==> src/rtl/riscv_fetch_pkg.sv <==
// Shared fetch-path definitions: owner IDs for the instruction-port arbiter,
// fetch-line geometry and the line-alignment helper.
package riscv_fetch_pkg;

    typedef enum logic {
        ARB_M0 = 1'b0,
        ARB_M1 = 1'b1
    } arb_owner_e;

    localparam int FETCH_LINE_OFFSET   = 4;
    localparam int RDATA_WIDTH_DEFAULT = 128;

    function automatic logic [31:0] line_align(input logic [31:0] addr);
        return addr & ~((32'd1 << FETCH_LINE_OFFSET) - 32'd1);
    endfunction

endpackage

==> src/rtl/riscv_owner_fifo.sv <==
// In-order tracker of granted-but-unanswered fetches: one owner ID per entry,
// simultaneous push and pop allowed, pointers wrap modulo DEPTH.
module riscv_owner_fifo
    import riscv_fetch_pkg::*;
#(
    parameter int  DEPTH = 2,
    localparam int PTR_W = (DEPTH > 1) ? $clog2(DEPTH) : 1,
    localparam int CNT_W = $clog2(DEPTH + 1)
) (
    input  logic             clk,
    input  logic             rst_n,
    input  logic             push,
    input  arb_owner_e       push_id,
    input  logic             pop,
    output arb_owner_e       head_id,
    output logic [CNT_W-1:0] count,
    output logic             empty,
    output logic             full
);

    arb_owner_e       slot_r [DEPTH];
    logic [PTR_W-1:0] wr_ptr_r;
    logic [PTR_W-1:0] rd_ptr_r;
    logic [CNT_W-1:0] count_r;
    logic             do_push_s;
    logic             do_pop_s;

    function automatic logic [PTR_W-1:0] next_ptr(input logic [PTR_W-1:0] ptr);
        return (ptr == PTR_W'(DEPTH - 1)) ? PTR_W'(0) : ptr + PTR_W'(1);
    endfunction

    assign empty     = (count_r == CNT_W'(0));
    assign full      = (count_r == CNT_W'(DEPTH));
    assign count     = count_r;
    assign head_id   = slot_r[rd_ptr_r];
    // A pop frees the slot, so a full FIFO still accepts a push in the same cycle.
    assign do_pop_s  = pop & ~empty;
    assign do_push_s = push & (~full | do_pop_s);

    // Entry storage and pointers.
    always_ff @(posedge clk or negedge rst_n) begin
        if (!rst_n) begin
            for (int i = 0; i < DEPTH; i++) begin
                slot_r[i] <= ARB_M0;
            end
            wr_ptr_r <= PTR_W'(0);
            rd_ptr_r <= PTR_W'(0);
        end else begin
            if (do_push_s) begin
                slot_r[wr_ptr_r] <= push_id;
                wr_ptr_r         <= next_ptr(wr_ptr_r);
            end
            if (do_pop_s) begin
                rd_ptr_r <= next_ptr(rd_ptr_r);
            end
        end
    end

    // Occupancy count.
    always_ff @(posedge clk or negedge rst_n) begin
        if (!rst_n) begin
            count_r <= CNT_W'(0);
        end else begin
            case ({do_push_s, do_pop_s})
                2'b10:   count_r <= count_r + CNT_W'(1);
                2'b01:   count_r <= count_r - CNT_W'(1);
                default: count_r <= count_r;
            endcase
        end
    end

endmodule

==> src/rtl/riscv_imem_port_arbiter.sv <==
// Round-robin arbiter sharing the instruction-memory port between the L0 fetch (m0,
// with urgent redirect override) and the secondary refill engine (m1); routes responses in order.
module riscv_imem_port_arbiter
    import riscv_fetch_pkg::*;
#(
    parameter int RDATA_WIDTH     = RDATA_WIDTH_DEFAULT,
    parameter int MAX_OUTSTANDING = 2
) (
    input  logic                   clk,
    input  logic                   rst_n,
    input  logic                   m0_req_i,
    input  logic                   m0_urgent_i,
    input  logic [31:0]            m0_addr_i,
    output logic                   m0_gnt_o,
    output logic                   m0_rvalid_o,
    output logic [RDATA_WIDTH-1:0] m0_rdata_o,
    input  logic                   m1_req_i,
    input  logic [31:0]            m1_addr_i,
    output logic                   m1_gnt_o,
    output logic                   m1_rvalid_o,
    output logic [RDATA_WIDTH-1:0] m1_rdata_o,
    output logic                   mem_req_o,
    output logic [31:0]            mem_addr_o,
    input  logic                   mem_gnt_i,
    input  logic                   mem_rvalid_i,
    input  logic [RDATA_WIDTH-1:0] mem_rdata_i,
    output logic                   busy_o,
    output logic                   err_o
);

    localparam int CNT_W = $clog2(MAX_OUTSTANDING + 1);

    arb_owner_e       sel_s;
    arb_owner_e       rr_last_r;
    arb_owner_e       head_s;
    logic [31:0]      sel_addr_s;
    logic [CNT_W-1:0] count_s;
    logic             any_req_s;
    logic             can_issue_s;
    logic             grant_s;
    logic             pop_s;
    logic             empty_s;
    logic             full_s;
    logic             err_r;

    // Master selection: urgent m0 first, then the lone requester, else the one not served last.
    always_comb begin
        sel_s = ARB_M0;
        if (m0_urgent_i && m0_req_i) begin
            sel_s = ARB_M0;
        end else if (m0_req_i && !m1_req_i) begin
            sel_s = ARB_M0;
        end else if (!m0_req_i && m1_req_i) begin
            sel_s = ARB_M1;
        end else if (m0_req_i && m1_req_i) begin
            sel_s = (rr_last_r == ARB_M0) ? ARB_M1 : ARB_M0;
        end else begin
            sel_s = ARB_M0;
        end
    end

    // Issue depends only on the registered count, never on mem_rvalid_i.
    assign any_req_s   = m0_req_i | m1_req_i;
    assign can_issue_s = (count_s < CNT_W'(MAX_OUTSTANDING));
    assign sel_addr_s  = (sel_s == ARB_M0) ? m0_addr_i : m1_addr_i;

    assign mem_req_o   = rst_n & any_req_s & can_issue_s;
    assign mem_addr_o  = (rst_n && any_req_s) ? line_align(sel_addr_s) : 32'h0000_0000;
    assign grant_s     = mem_req_o & mem_gnt_i;
    assign m0_gnt_o    = grant_s & (sel_s == ARB_M0);
    assign m1_gnt_o    = grant_s & (sel_s == ARB_M1);

    assign pop_s       = mem_rvalid_i & ~empty_s;
    assign m0_rvalid_o = pop_s & (head_s == ARB_M0);
    assign m1_rvalid_o = pop_s & (head_s == ARB_M1);
    assign m0_rdata_o  = mem_rdata_i;
    assign m1_rdata_o  = mem_rdata_i;

    assign busy_o      = (count_s != CNT_W'(0)) | mem_req_o;
    assign err_o       = err_r;

    riscv_owner_fifo #(
        .DEPTH (MAX_OUTSTANDING)
    ) u_owner_fifo (
        .clk     (clk),
        .rst_n   (rst_n),
        .push    (grant_s),
        .push_id (sel_s),
        .pop     (pop_s),
        .head_id (head_s),
        .count   (count_s),
        .empty   (empty_s),
        .full    (full_s)
    );

    // Round-robin history: remembers the last granted master, urgent grants included.
    always_ff @(posedge clk or negedge rst_n) begin
        if (!rst_n) begin
            rr_last_r <= ARB_M1;
        end else if (grant_s) begin
            rr_last_r <= sel_s;
        end else begin
            rr_last_r <= rr_last_r;
        end
    end

    // Sticky error on a response that has no outstanding owner.
    always_ff @(posedge clk or negedge rst_n) begin
        if (!rst_n) begin
            err_r <= 1'b0;
        end else if (mem_rvalid_i && empty_s) begin
            err_r <= 1'b1;
        end else begin
            err_r <= err_r;
        end
    end

    logic unused_s;
    assign unused_s = full_s;

endmodule
==> config.mk <==
export PLATFORM = sky130hd
export DESIGN_NAME = riscv_imem_port_arbiter
export DESIGN_NICKNAME = d
export VERILOG_FILES = /design/src/rtl/riscv_fetch_pkg.sv /design/src/rtl/riscv_owner_fifo.sv /design/src/rtl/riscv_imem_port_arbiter.sv
export SDC_FILE = /design/constraint.sdc
export NUM_CORES = 1
export LEC_CHECK = 0
export CAP_MARGIN = 20
export CELL_PAD_IN_SITES_DETAIL_PLACEMENT = 0
export CELL_PAD_IN_SITES_GLOBAL_PLACEMENT = 1
export CORE_AREA = 10 10 183 185
export DETAILED_ROUTE_END_ITERATION = 10
export DIE_AREA = 0 0 193 195
export GPL_ROUTABILITY_DRIVEN = 0
export PLACE_DENSITY = 0.77
export SLEW_MARGIN = 15
export SYNTH_ARGS = -nofsm -noshare
export SYNTH_HDL_FRONTEND = slang
export SYNTH_HIERARCHICAL = 1
export SYNTH_SLANG_ARGS = --single-unit
==> constraint.sdc <==
create_clock -name clk -period 4.65 [get_ports clk]
set_input_delay 0.93 -clock clk [delete_from_list [all_inputs] [get_ports clk]]
set_output_delay 0.93 -clock clk [all_outputs]
set_load 0.01 [all_outputs]
Word-level counts from Yosys, hierarchy flattened
Cells that the tools add are included.
{"block": "totals", "ff_bits": 8, "output_inout_bits": 295, "word_cells": 65}
{"block": "op_classes", "add_sub_neg": 4, "n_lt_le_gt_ge": 4, "n_eq_ne": 3, "mux": 16, "bitwise": 19, "n_reduce_logical": 12}
{"op": "$mux W32", "count": 2}
{"op": "$mux W1", "count": 11}
{"op": "$and A1 B1 Y1", "count": 10}
{"op": "$logic_and A1 B1 Y1", "count": 7}
{"op": "$eq A2 B2 Y1 const B", "count": 2}
{"op": "$ge A2 B2 Y1 const B", "count": 2}
{"op": "$not A1 Y1", "count": 4}
{"op": "$not A1 Y2", "count": 2}
{"op": "$pmux W2 S2", "count": 1}
{"op": "$reduce_bool A2 Y1", "count": 2}
{"op": "$or A1 B1 Y1", "count": 3}
{"op": "$add A1 B1 Y1 const B", "count": 2}
{"op": "$add A2 B1 Y2 const B", "count": 1}
{"op": "$bwmux W2", "count": 1}
{"op": "$eq A2 B1 Y1 const B", "count": 1}
{"op": "$logic_not A1 Y1", "count": 2}
{"op": "$logic_not A2 Y1", "count": 1}
{"op": "$lt A2 B1 Y1 const B", "count": 1}
{"op": "$lt A2 B2 Y1 const B", "count": 1}
{"op": "$sub A2 B1 Y2 const B", "count": 1}
{"op": "$demux W1 S1", "count": 1}

Longest topological paths before layout
{"block": "depth", "depth_word": 8, "mapped_depth": 8, "mapped_depth_nobuf": 8}

Modules after synthesis
Netlist, hierarchy kept.
{"module": "riscv_imem_port_arbiter", "instances": 1, "cells_per_inst": 404, "area_per_inst_um2": 2760.1, "seq_area_each_um2": 51.3}
{"module": "riscv_owner_fifo", "instances": 1, "cells_per_inst": 25, "area_per_inst_um2": 294.0, "seq_area_each_um2": 150.1}

Worst setup path before layout
No wires, ideal clock.
{"block": "synth_path", "path_kind": "in2out", "from": "in m0_urgent_i", "to": "out mem_addr_o[19]", "t_arrival_ps": 1739, "path_slack_ps": 1981, "cell_stages": 5, "path_buffers": 2, "path_cell_list": "o21a_1 > buf_4 > buf_2 > o22ai_1 > and2_1"}
{"block": "synth_between", "elab_chain_cells": 4}
{"item": "from (decl)", "line": "riscv_imem_port_arbiter.sv:12", "rtl": "input logic m0_urgent_i,"}
{"item": "$logic_and A1 B1 Y1", "line": "riscv_imem_port_arbiter.sv:49", "rtl": "if (m0_urgent_i && m0_req_i) begin"}
{"item": "$mux W1", "line": "riscv_imem_port_arbiter.sv:49"}
{"item": "$mux W32", "line": "riscv_imem_port_arbiter.sv:65", "rtl": "assign sel_addr_s = (sel_s == ARB_M0) ? m0_addr_i : m1_addr_i;"}
{"item": "$mux W32", "line": "riscv_imem_port_arbiter.sv:68", "rtl": "assign mem_addr_o = (rst_n && any_req_s) ? line_align(sel_addr_s) : 32'h0000_0000;"}
{"item": "to (decl)", "line": "riscv_imem_port_arbiter.sv:23", "rtl": "output logic [31:0] mem_addr_o,"}
No other way between the ends.

Final worst setup path
{"block": "layout_path", "from": "in m0_urgent_i", "to": "out mem_addr_o[11]"}
The elaborated chain is that of the path after synthesis.

==> qor.csv <==
metric,value,unit
Post-DRT Antenna Nets,0,
worst skew pair latency,0.23,ns
crit-path max FO,16,
FMAX,0.245,GHz
fin crit share,87.9,%
"Arr. time, crit path",3.16,ns
largest net degree at the start of global routing,37,
Core Footprint,30000,sq um
WL/cell,17.5,microns
gr usage total,5.61,%
Post-Syn Area per Cell,7.12,sq um
DP HPWL,9630,microns
Syn. warnings,6,
RSZ-0062 raised after global routing,no,
vias in the first global route,1926,
critical path class,in2out,
min cycle time layout,4.09,ns
hold crit path type,reg2reg,
CP max stage cell,o21a_1,
clk root buf,clkbuf_16,
power per cell area,247,nW/um^2
residual DRC count,0,
clk buf depth,2,
Avg Vias per Cell,2.76,
CP peak stage delay,0.68,ns
drt first pass iters,4,
antenna violations before repair,2,
"CTS clk-pin slew, worst paths",0.04,ns
post_cts resized,0,
VDD IR-drop max,0.000231,V
Startpoint Class,input port,
H-tree Lvls,1,
DRT iter0 DRCs,58,
max cap viols,0,
GRT Residual Overflow,0,
setup TNS,0,ns
buffer and inverter count on the worst path,3,
Nets,466,
layout cells sized above 1,6.42,%
Die W,193,microns
CP top delay family,buffers and inverters,
final WL,11600,microns
PortBufs,97,
# rows,64,
CTS tree,yes,
via count,1827,
clk sinks,8,
post-CTS setup buffers,0,
Worst Path Required,3.72,ns
actual slew at the worst max-slew pin,0.818,ns
DP Area,2550,sq um
Synth-to-Final Area Change,-13.5,%
Syn Inst Count,428,
first-pass GRT wire length,14800,microns
crit path cell chain,clkdlybuf4s50_1 > o21a_1 > buf_12 > o22ai_1 > and2_1 > clkdlybuf4s50_1,
Die ar.,37600,sq um
# IOs,494,
Slew Limit Headroom,45.5,%
"Non-Filler Cell Area, Final",2640,sq um
Worst setup EP type,primary output,
mapped cell area,3050,sq um
Final Core Density,8.77,%
total power,650,uW
Most common cell on crit path,clkdlybuf4s50_1,
Die Ht,195,microns
clock skew,0.00126,ns
final max-slew violation count,0,
Hold Fails Final Rpt,0,
Finish-stage setup viols,0,
fillers,3499,
Starting Density,10.1,%
CTS Hold Bufs,0,
CTS Buf Count,3,
WHS,0.460,ns
status,completed,
Lkg Pwr,0.885,nW
final cells by class:
cell class,instances,area (sq um),area share (%)
antenna,2,5.00,0.190
clock buffer,4,78.8,2.99
multi-input combinational,149,823,31.2
sequential,8,201,7.64
tap,396,495,18.8
timing repair buffer,104,1030,39.1
metal layers:
metal | part of all wire, % | track usage (%) | vias up
met4 | 13 | 7.58 | 0
met2 | 43 | 8.31 | 208
met1 | 28 | 4.39 | 750
met5 | 0 | 0 | -
met3 | 16 | 3.42 | 116
li1 | - | - | 753
sequential cells by signal (all words and copies together) (netlist names):
| register | flops |
|---|---|
| u_owner_fifo/count | 2 |
| u_owner_fifo/wr_ptr_r | 1 |
| rr_last_r | 1 |
| u_owner_fifo/slot_r | 2 |
| err_o | 1 |
| u_owner_fifo/rd_ptr_r | 1 |
where the power goes:
group	total, mW	leakage (nW)	switching, mW	internal, mW
Combinational	0.360	0.756	0.160	0.200
Clock	0.149	0.0382	0.0347	0.114
Sequential	0.141	0.0912	0.0355	0.105
Total	0.650	0.885	0.230	0.419
cell usage in the layout, fill, tap and decap left out:
| cell | instances |
|---|---|
| nor2_1 | 4 |
| or3b_1 | 1 |
| and2_1 | 30 |
| mux2_2 | 2 |
| ha_1 | 1 |
| xor2_1 | 2 |
| nor3b_2 | 1 |
| diode_2 | 2 |
| clkbuf_16 | 3 |
| dfrtp_1 | 7 |
| mux2_4 | 1 |
| o22ai_1 | 28 |
| buf_12 | 1 |
| nand2b_1 | 1 |
| o21a_1 | 1 |
| nor2b_1 | 5 |
| dfstp_2 | 1 |
| clkbuf_1 | 1 |
| xnor2_1 | 3 |
| buf_2 | 1 |
| nor3b_1 | 1 |
| conb_1 | 4 |
| buf_4 | 6 |
| o21ai_0 | 3 |
| a21o_1 | 1 |
| clkdlybuf4s50_1 | 96 |
| nor3b_4 | 1 |
| nand2_1 | 59 |
worst paths after layout:
kind	to	slack, ns	from	cells after the start
max in group asynchronous	rr_last_r	3.58	rst_n	2
worst min-delay path	err_o	0.46	err_o	1
worst max register to register	u_owner_fifo/slot_r[1]	2.72	rr_last_r	3
worst max-delay path	mem_addr_o[11]	0.56	m0_urgent_i	6
min in group asynchronous	err_o	0.75	rst_n	2
worst min register to register	err_o	0.46	err_o	1
stage by stage:
stage | worst slack (ns) | cells
after floorplan | 1.98 | 431
after global placement | 0.467 | 657
after detailed placement | 0.441 | 657
after CTS | 0.445 | 661
after global routing | 0.360 | 662
final | 0.562 | 663
No activity file was read; power rests on OpenSTA's default activity.
